## src/rtl/fsm_receiver.sv

```systemverilog
// UART receive-path control FSM: start, DATA_BITS data bits, optional parity bit, stop bit.
// The parity bit is built only when FSM_RECEIVER_PARITY_EN is defined.
module fsm_receiver #(
  parameter int DATA_BITS = 8
) (
  input  logic clk,
  input  logic reset,
  input  logic start,
  input  logic parity_error,
  output logic shift,
  output logic parity_load,
  output logic check_stop
);

  localparam int CNT_W = $clog2(DATA_BITS + 1);
  localparam logic [CNT_W-1:0] LAST_BIT = CNT_W'(DATA_BITS - 1);

  typedef enum logic [1:0] {
    IDLE   = 2'b00,
    DATA   = 2'b01,
    PARITY = 2'b10,
    STOP   = 2'b11
  } state_t;

  state_t           state_r;
  state_t           next_state_s;
  logic [CNT_W-1:0] bit_cnt_r;
  logic [CNT_W-1:0] bit_cnt_next_s;
  logic             shift_r;

  // Next-state and bit-counter decode
  always_comb begin
    next_state_s   = state_r;
    bit_cnt_next_s = bit_cnt_r;
    case (state_r)
      IDLE: begin
        if (start == 1'b0) begin
          next_state_s   = DATA;
          bit_cnt_next_s = {CNT_W{1'b0}};
        end else begin
          next_state_s   = IDLE;
        end
      end
      DATA: begin
        bit_cnt_next_s = bit_cnt_r + CNT_W'(1);
        if (bit_cnt_r == LAST_BIT) begin
`ifdef FSM_RECEIVER_PARITY_EN
          next_state_s = PARITY;
`else
          next_state_s = STOP;
`endif
        end else begin
          next_state_s = DATA;
        end
      end
`ifdef FSM_RECEIVER_PARITY_EN
      PARITY: begin
        next_state_s = STOP;
      end
`endif
      STOP: begin
        next_state_s = IDLE;
      end
      default: begin
        next_state_s   = IDLE;
        bit_cnt_next_s = {CNT_W{1'b0}};
      end
    endcase
  end

  // State, counter and shift-enable registers; reset clears everything at once
  always_ff @(posedge clk or posedge reset) begin
    if (reset) begin
      state_r   <= IDLE;
      bit_cnt_r <= {CNT_W{1'b0}};
      shift_r   <= 1'b0;
    end else begin
      state_r   <= next_state_s;
      bit_cnt_r <= bit_cnt_next_s;
      shift_r   <= (next_state_s == DATA);
    end
  end

  assign shift = shift_r;

`ifdef FSM_RECEIVER_PARITY_EN
  logic parity_load_r;

  // Parity-load strobe registered from the next state so it tracks PARITY exactly
  always_ff @(posedge clk or posedge reset) begin
    if (reset) begin
      parity_load_r <= 1'b0;
    end else begin
      parity_load_r <= (next_state_s == PARITY);
    end
  end

  assign parity_load = parity_load_r;
  assign check_stop  = (state_r == STOP) & ~parity_error;
`else
  logic parity_error_unused_s;

  assign parity_error_unused_s = parity_error;
  assign parity_load           = 1'b0;
  assign check_stop            = (state_r == STOP);
`endif

endmodule

```

## config.mk

```make
export PLATFORM = sky130hd
export DESIGN_NAME = fsm_receiver
export DESIGN_NICKNAME = d
export VERILOG_FILES = /design/src/rtl/fsm_receiver.sv
export SDC_FILE = /design/constraint.sdc
export NUM_CORES = 1
export LEC_CHECK = 0
export CAP_MARGIN = 20
export CORE_AREA = 2 2 39 41
export CTS_BUF_LIST = sky130_fd_sc_hd__clkbuf_4
export CTS_CLUSTER_DIAMETER = 200
export DETAILED_ROUTE_END_ITERATION = 12
export DIE_AREA = 0 0 41 43
export HOLD_SLACK_MARGIN = 0.05
export MAX_ROUTING_LAYER = met4
export SLEW_MARGIN = 10
export SYNTH_ARGS = -nofsm -noshare
export SYNTH_HDL_FRONTEND = slang
export SYNTH_SLANG_ARGS = --single-unit
```

## constraint.sdc

```tcl
create_clock -name clk -period 1.6 [get_ports clk]
set_input_delay 0.32 -clock clk [delete_from_list [all_inputs] [get_ports clk]]
set_output_delay 0.32 -clock clk [all_outputs]
set_load 0.02 [all_outputs]
```

Word level (Yosys, flattened, before mapping)
Cells that the tools add are included.
- register bits: 7
- latch bits: 0
- memory bits (writable): 0
- ROM bits: 0
- bits of input ports: 4
- memories: 0
- add/subtract/negate cells: 1
- multiply operators: 0
- divide/modulo/power cells: 0
- magnitude comparators: 0
- equality and inequality tests: 5
- shift-type cells: 0
- multiplexer cells: 5
- bitwise gates (word level): 1
- reduce and logical (&&, ||, !) cells: 2
- operator list (operator ; count):
    $pmux W4 S3 ; 1
    $add A4 B1 Y4 const B ; 1
    $eq A2 B1 Y1 const B ; 2
    $eq A4 B3 Y1 const B ; 1
    $mux W4 ; 1
    $pmux W2 S2 ; 1
    $eq A2 B2 Y1 const B ; 1
    $logic_not A2 Y1 ; 1
    $mux W2 ; 1
    $ne A2 B2 Y1 const B ; 1
    $reduce_and A2 Y1 ; 1
    $mux W1 ; 1
    $not A1 Y1 ; 1

Depth between registers and ports, before layout
Gate-level depths: netlist of run 1.
- depth after elaboration: 4
- mapped depth: 4
- depth with buffers taken out: 4

Least setup slack after synthesis of run 1
Ideal clock, no wire load.
- kind: reg2reg
- start point: register bit_cnt_r[0]
- end point: register bit_cnt_r[2]
- setup time: 0.130 ns
- data arrival time: 0.982 ns
- required time: 1.470 ns
- setup slack: 0.488 ns
- stages on the path, launching flop included: 5
- path buffers: 0
- cell sequence: dfrtp_1 ha_1 and3b_2 a21oi_1 o21ai_0
- longest elaborated chain between the ends: 2
- RTL lines (element ; line ; source):
    from (decl) ; 27 ; logic [CNT_W-1:0] bit_cnt_r;
    from (signal assigned) ; 75 ; bit_cnt_r <= {CNT_W{1'b0}};
    from (signal assigned) ; 79 ; bit_cnt_r <= bit_cnt_next_s;
    $add A4 B1 Y4 ; 45 ; bit_cnt_next_s = bit_cnt_r + CNT_W'(1);
    $pmux W4 S3 ; 35 ; case (state_r)
No other way between the ends.
A chain may end at the register's enable or synchronous reset.

Final worst setup path of run 1
- start point: register shift_r (netlist: shift)
- end point: output shift
- RTL lines (element ; line ; source):
    from (decl) ; 29 ; logic shift_r;
    from (signal assigned) ; 80 ; shift_r <= (next_state_s == DATA);
    to (decl) ; 10 ; output logic shift,
No word-level cell between the ends.

==> impl_metrics.toml, run 1 <==
[clock_network]
clock_latency_ns = 0.25
cts_hold_buf = 0
htreeDepth = 1
clockBufferDepth = 2
clkTransAtPathRegs_ns = 0.05
cts_buffers = 3
root_buffer = "clkbuf_4"
cts.sinks = 7
cts_tree = "built"

[drt]
ant_nets = 0
drc = 0
route.vias.total = 270
viasPerCell = 4.655
drt-initial-drc-count = 1
first_pass_iters = 2
wirelength_um = 664
wl_per_cell_um = 11.45

[synthesis]
seq_area_frac_synth_pct = 44.73
synth-async-reset-ratio_pct = 100.0
synth_top_area_share_pct = 44.73
synth.area.top_cells = "dfrtp_1 45%, nor4b_4 6.1%, mux2i_1 5.1%, buf_4 3.8%, o211ai_1 3.8%"
yosysWarnings = 0
syn-num-nets = 40
syn_avg_cell_area_um2 = 11.19
yosys.area.top_type = "dfrtp_1"
synth_ff_type = "dfrtp_1"
synth_cell_type_count = 24
synthCells = 35
synth_edf_count = 0
syn_area_um2 = 391.6
ys_seq_elements = 7
yosys.cell_count.top_type = "dfrtp_1"

[pwr]
ir_drop_v = 0.0006013
power_leakage_nw = 0.2111
cellPowerDensity_nw_per_um2 = 1823
power_uw = 866.8

[sta]
rsz0062_at_grt = "false"
fmax_mhz = 675.5
timing.final.crit_share_pct = 92.52
fin_crit_ns = 1.480
drv_slew = 0
hold_viol_final = 0
setup_viol_count_final = 0
tns_ns = 0
skew_ns = 0.0001970
hold_slack_ns = 0.3062

[floorplanning]
fp.dieW_um = 41
initial_core_util_pct = 28.30
core-area_um2 = 1384
die_h_um = 43
die_area_um2 = 1763
rows = 14
io_pins = 7

[run]
drv_cap = 0

[grt]
grt.overflow.total = 0
grt_util_all_layers_pct = 10.34
antenna_found_initial = 0
grt_max_degree = 11
grt_pass1_vias = 236
grt_pass1_wl_mm = 1.110

[setup_path]
cpPeakStageDelay_ns = 0.59
worst-r2r-cell-count = 4
r2r_end = "shift"
rr_startpoint = "bit_cnt_r[0]"
regToRegSetupSlack_ns = 0.40
critPathCaptureType = "output port"
arrival_ns = 1.16
timing_worst_setup_path_type = "flip-flop to output port"
start_kind = "flip-flop"
worstPathMaxFanout = 1
worstPathBufferInverterCount = 1
cp_data_required_time_ns = 1.28
cp_top_family = "buffers and inverters"
crit_chain = "clkdlybuf4s50_1"
crit_slowest_cell = "clkdlybuf4s50_1"

[cells_and_area]
layout.nets = 48
finalNonFillerCells = 58
antenna_cells = 0
drive_above_1_share_pct = 28.57
synthToLayoutAreaGrowth_pct = 21.41

[placement]
port_buffers = 4
gp_congestion = 0.7140
dpl.cell_count = 54
dp_hpwl_um = 484.9

[outcome]
status = "finished clean"

[min_path]
hold_path.class = "primary input to asynchronous set/reset pin"
cell type report:
type,count,area [um^2]
repair buffers,6,53.80
multi-input cells,23,188.9
fillers,147,908.4
clock buffers,4,30.03
well taps,16,20.02
flip-flops and latches,7,175.2
inverters,2,7.507
report_power, final:
group	leakage [nW]	internal, mW	switching (mW)
Combinational	0.111	0.186	0.171
Clock	0.0184	0.112	0.0668
Sequential	0.0813	0.255	0.0763
flip-flops by register name (all words and copies together), names as in the netlist:
name and count:
state_r 2, bit_cnt_r 4, shift 1
layer usage:
metal | vias to the layer above | part of all wire [%] | global-route usage (%) | wire length, um
met5 | - | 0 | - | 0
met4 | 0 | 1.8 | 6.000 | 12
met3 | 2 | 4.5 | 7.853 | 30
met2 | 7 | 46 | 11.56 | 307
met1 | 126 | 47 | 12.75 | 314
li1 | 135 | - | - | -
placed cells by master, fill, tap and decap left out, types with 2 or more instances in the layout:
cell	netlist	layout
buf_4	2	2
clkbuf_4	0	4
clkdlybuf4s50_1	0	3
dfrtp_1	7	7
inv_1	2	2
mux2i_1	2	2
o211ai_1	2	2
o21ai_0	2	2
worst reg2reg max path: stages (launching register included):
cell and delay [ns]:
dfrtp_1 0.42, ha_1 0.23, nand2_2 0.08, nor4b_4 0.30, nor3_2 0.05
per-stage QoR:
stage               setup slack (ns)  utilization, %  area (um^2)
floorplan                     0.4879               -        391.6
global placement              0.2086           32.28        446.7
detailed placement            0.2075           32.28        446.7
CTS                           0.1069           34.36        475.5
global route                 0.05646           34.36        475.5
finish                        0.1197           34.36        475.5
worst max-delay path by stage:
stage	start	to	depth (start not counted)
after detailed placement	state_r[1]	check_stop	2
after global placement	state_r[1]	check_stop	2
after global routing	shift	shift	1
after CTS	shift	shift	1
after floorplan	bit_cnt_r[0]	bit_cnt_r[2]	4
final	shift	shift	1
cells by family (layout without fill, tap and decap cells):
| kind of cell | after synthesis | count (layout) | share of synthesized area [%] |
|---|---|---|---|
| AOI/OAI and AO/OA | 7 | 7 | 11.18 |
| adders and majority gates | 1 | 1 | 3.194 |
| buffers and inverters | 5 | 12 | 7.027 |
| DFF | 7 | 7 | 44.73 |
| muxes | 2 | 2 | 5.112 |
| other | 1 | 1 | 0.9575 |
| and+or+nand+nor | 12 | 12 | 27.79 |
what timing repair did:
action / CTS / global route
setup endpoints to repair: 1 / 0
resized for setup: 1 / 0
buffers inserted: 0 / 0
Power figures use the tool's default switching activity.
==> inputs of run 2 (changes only) <==
--- a/config.mk
+++ b/config.mk
@@ -18,2 +18,3 @@
 export SYNTH_HDL_FRONTEND = slang
 export SYNTH_SLANG_ARGS = --single-unit
+export TNS_END_PERCENT = 100
==> constraint.sdc (replaced) <==
create_clock -name clk -period 1.6 [get_ports clk]
set_input_delay 0.16 -clock clk [delete_from_list [all_inputs] [get_ports clk]]
set_output_delay 0.16 -clock clk [all_outputs]
set_load 0.02 [all_outputs]
==> run 2 against run 1 <==
  * Fmax is 1.7% lower
  * Global-route usage grew 0.86 points
  * Power grew 2.5%
  * Design area is 0.26% higher
==> impl_metrics.toml, run 2 (synthesized netlist as in run 1, its figures left out) <==
[floorplanning]
initial_core_util_pct = 28.30
die_area_um2 = 1763
rows = 14
io_pins = 7
core-area_um2 = 1384
fp.dieW_um = 41
die_h_um = 43

[setup_path]
worstPathBufferInverterCount = 1
crit_slowest_cell = "clkdlybuf4s50_1"
crit_chain = "and2_4 > clkdlybuf4s50_1"
worstPathMaxFanout = 3
start_kind = "flip-flop"
arrival_ns = 1.35
timing_worst_setup_path_type = "flip-flop to output port"
cp_top_family = "buffers and inverters"
cp_data_required_time_ns = 1.44
critPathCaptureType = "output port"
cpPeakStageDelay_ns = 0.59

[cells_and_area]
postLayoutCellArea_um2 = 476.7
layout.nets = 48
largest_reg_flops = 4
num-fill-cells = 146
antenna_cells = 0
finalNonFillerCells = 58
synthToLayoutAreaGrowth_pct = 21.73
final_common_cell = "dfrtp_1"
final_cell_mix = "7 x dfrtp_1, 4 x clkbuf_4, 4 x clkdlybuf4s50_1"
fin_util_pct = 34.45
regArea_um2 = 175.2
drive_above_1_share_pct = 28.57
registers.top_by_ff_count = "bit_cnt_r"
multi_input_area_um2 = 188.9

[sta]
fin_ws_ns = 0.09472
drv_slew = 0
skew_ns = 0.001606
timing.final.crit_share_pct = 94.08
fmax_mhz = 664.3
rsz0062_at_grt = "false"
fin_crit_ns = 1.505
tns_ns = 0
setup_viol_count_final = 0
hold_viol_final = 0
hold_slack_ns = 0.1365

[drt]
ant_nets = 0
wl_per_cell_um = 12.43
viasPerCell = 4.862
wirelength_um = 721
drc = 0
drt-initial-drc-count = 6
first_pass_iters = 2
route.vias.total = 282

[pwr]
ir_drop_v = 0.0006344
power_leakage_nw = 0.2065
cellPowerDensity_nw_per_um2 = 1863
power_uw = 888.1

[clock_network]
cts_buffers = 3
clkTransAtPathRegs_ns = 0.06
cts_hold_buf = 0
cts.sinks = 7
clockBufferDepth = 2
htreeDepth = 1
root_buffer = "clkbuf_4"
cts_setup_buffers = 0
cts-resized-gates = 0
cts_tree = "built"
clock_latency_ns = 0.25

[grt]
grt_util_all_layers_pct = 11.20
grt.overflow.total = 0
grt_max_degree = 11
grt_pass1_wl_mm = 1.200
antenna_found_initial = 0
grt_pass1_vias = 243

[placement]
dpl-instance-area_um2 = 446.7
gp_congestion = 0.7024
pre_cts_ws_ns = 0.3661
dp_hpwl_um = 523.4
port_buffers = 4
dpl.cell_count = 54

[min_path]
hold_path.class = "primary input to asynchronous set/reset pin"

[outcome]
status = "finished clean"

[run]
drv_cap = 0
-- run 2: final cells by class --
cell class / count / area share, %
Clock buffer: 4 / 6.299
Inverter: 2 / 1.575
Multi-Input combinational cell: 23 / 39.63
Sequential cell: 7 / 36.75
Tap cell: 16 / 4.199
Timing Repair Buffer: 6 / 11.55
-- run 2: layer usage --
| metal | wire [um] | vias to the layer above | global-route usage (%) | share of wire, % |
|---|---|---|---|---|
| met4 | 16 | 0 | 6.000 | 2.2 |
| met2 | 328 | 8 | 12.50 | 45 |
| met1 | 332 | 135 | 14.52 | 46 |
| met3 | 44 | 2 | 7.853 | 6.1 |
| li1 | - | 137 | - | - |
| met5 | 0 | - | - | 0 |
-- run 2: worst paths after layout --
check	depth (start not counted)	endpoint	start	slack [ns]
setup / recovery	2	check_stop	state_r[0]	0.09
setup reg to reg	4	shift	bit_cnt_r[0]	0.37
max in group asynchronous	2	shift	reset	1.25
min in group clk	1	state_r[1]	bit_cnt_r[3]	0.55
hold / removal	2	state_r[0]	reset	0.14
hold reg to reg	1	state_r[1]	bit_cnt_r[3]	0.55
-- run 2: report_power, final --
group          internal (mW)  total (mW)  switching, mW
registers              0.255       0.333         0.0776
logic                  0.191       0.372          0.181
clock network          0.112       0.184         0.0712
total                  0.559       0.888          0.329
-- run 2: worst reg2reg max path, delay by kind of cell, from the launching register on --
kind / cells / cell delay [ns]
adders and majority gates: 1 / 0.24
DFF: 1 / 0.42
and+or+nand+nor: 3 / 0.46
==> inputs of run 3 (changes only) <==
MAX_ROUTING_LAYER = unset   (was met4)
==> run 3 against run 2 <==
  * Final cell count stayed put
  * Worst setup slack barely moved
  * Combinational power barely moved
  * Design area stayed put
  * Count of clock-buffer cells in the layout stayed put
  * Sequential power about the same
  * Critical path depth stayed put
  * Clock skew rose by 0.00081 ns
  * Largest cell class unchanged
==> impl_metrics.toml, run 3 (synthesized netlist as in run 1, its figures left out) <==
[sta]
hold_slack_ns = 0.1376
fin_ws_ns = 0.09497
rsz0062_at_grt = "false"
setup_viol_count_final = 0
fmax_mhz = 664.4
hold_viol_final = 0
tns_ns = 0
timing.final.crit_share_pct = 94.06
drv_slew = 0
fin_crit_ns = 1.505
skew_ns = 0.002413

[drt]
ant_nets = 0
wl_per_cell_um = 12.31
met2_wirelength_um = 324
wl_met1_um = 329
route.vias.total = 283
drc = 0
drt-initial-drc-count = 6
viasPerCell = 4.879
wirelength_um = 714
met3WireLength_um = 41
first_pass_iters = 3
routed.top_layer = "met4"

[grt]
grt_max_degree = 11
grt.overflow.total = 0
grt_pass1_vias = 246
antenna_found_initial = 0
grt_pass1_wl_mm = 1.193
grt_util_all_layers_pct = 10.83

[clock_network]
clockBufferDepth = 2
cts.sinks = 7
clock_latency_ns = 0.25
cts_hold_buf = 0
cts_buffers = 3
cts_setup_buffers = 0
cts-resized-gates = 0
clkTransAtPathRegs_ns = 0.06
htreeDepth = 1
cts_tree = "built"
root_buffer = "clkbuf_4"

[cells_and_area]
largest_reg_flops = 4
antenna_cells = 0
registers.top_by_ff_count = "bit_cnt_r"
layout.nets = 48
finalNonFillerCells = 58
final_common_cell = "dfrtp_1"
final_cell_mix = "7 x dfrtp_1, 4 x clkbuf_4, 4 x clkdlybuf4s50_1"
postLayoutCellArea_um2 = 476.7
fin_util_pct = 34.45
synthToLayoutAreaGrowth_pct = 21.73
drive_above_1_share_pct = 28.57

[outcome]
status = "finished clean"

[setup_path]
cp_data_required_time_ns = 1.44
arrival_ns = 1.35
crit_chain = "and2_4 > clkdlybuf4s50_1"
start_kind = "flip-flop"
cpPeakStageDelay_ns = 0.59
critPathCaptureType = "output port"
worstPathMaxFanout = 3
crit_slowest_cell = "clkdlybuf4s50_1"
timing_worst_setup_path_type = "flip-flop to output port"

[pwr]
ir_drop_v = 0.0006332
cellPowerDensity_nw_per_um2 = 1857
power_frac_seq_pct = 37.5
clkPwrFrac_pct = 20.7
switching_share_pct = 36.89
power_uw = 885.1
power.switching_uw = 326.6
p_int_uw = 558.6
power_leakage_nw = 0.2065
combPwrFrac_pct = 41.8

[placement]
port_buffers = 4
pre_cts_ws_ns = 0.3661
dp_hpwl_um = 523.4
gp_congestion = 0.6949
dpl-instance-area_um2 = 446.7
dpl.cell_count = 54

[floorplanning]
die_h_um = 43
initial_core_util_pct = 28.30
fp.dieW_um = 41
io_pins = 7
die_area_um2 = 1763
rows = 14
core-area_um2 = 1384

[min_path]
hold_path.class = "primary input to asynchronous set/reset pin"

[run]
drv_cap = 0
run 3: critical path: cells and delay by family (launching register included):
kind	cells	cell delay (ns)
AND/OR/NAND/NOR	1	0.15
flip-flops	1	0.34
buffers and inverters	1	0.59
run 3: final timing paths:
check                             end         start  slack (ns)  cells past startpoint
setup / recovery           check_stop    state_r[0]        0.09                      2
hold / removal             state_r[0]         reset        0.14                      2
setup reg to reg                shift  bit_cnt_r[0]        0.37                      4
hold reg to reg            state_r[1]  bit_cnt_r[3]        0.55                      1
max in group asynchronous       shift         reset        1.24                      2
min in group clk           state_r[1]  bit_cnt_r[3]        0.55                      1
run 3: layout make-up:
cell class                      instances  area, um^2
Fill cell                             146       907.1
Inverter                                2       7.507
Multi-Input combinational cell         23       188.9
Timing Repair Buffer                    6       55.05
Sequential cell                         7       175.2
Tap cell                               16       20.02
Clock buffer                            4       30.03
run 3: power groups by stage:
stage / combinational [mW] / sequential [mW] / clock, mW
2_1_floorplan: 0.291 / 0.323 / 0
3_3_place_gp: 0.364 / 0.330 / 0
3_5_place_dp: 0.378 / 0.335 / 0
4_1_cts: 0.378 / 0.332 / 0.191
5_1_grt: 0.425 / 0.345 / 0.209
6_report: 0.370 / 0.332 / 0.183
run 3: layer usage:
metal / track usage [%] / up-vias
met3: 7.853 / 2
li1: - / 137
met5: 0 / -
met2: 12.81 / 8
met1: 13.86 / 136
met4: 6.000 / 0
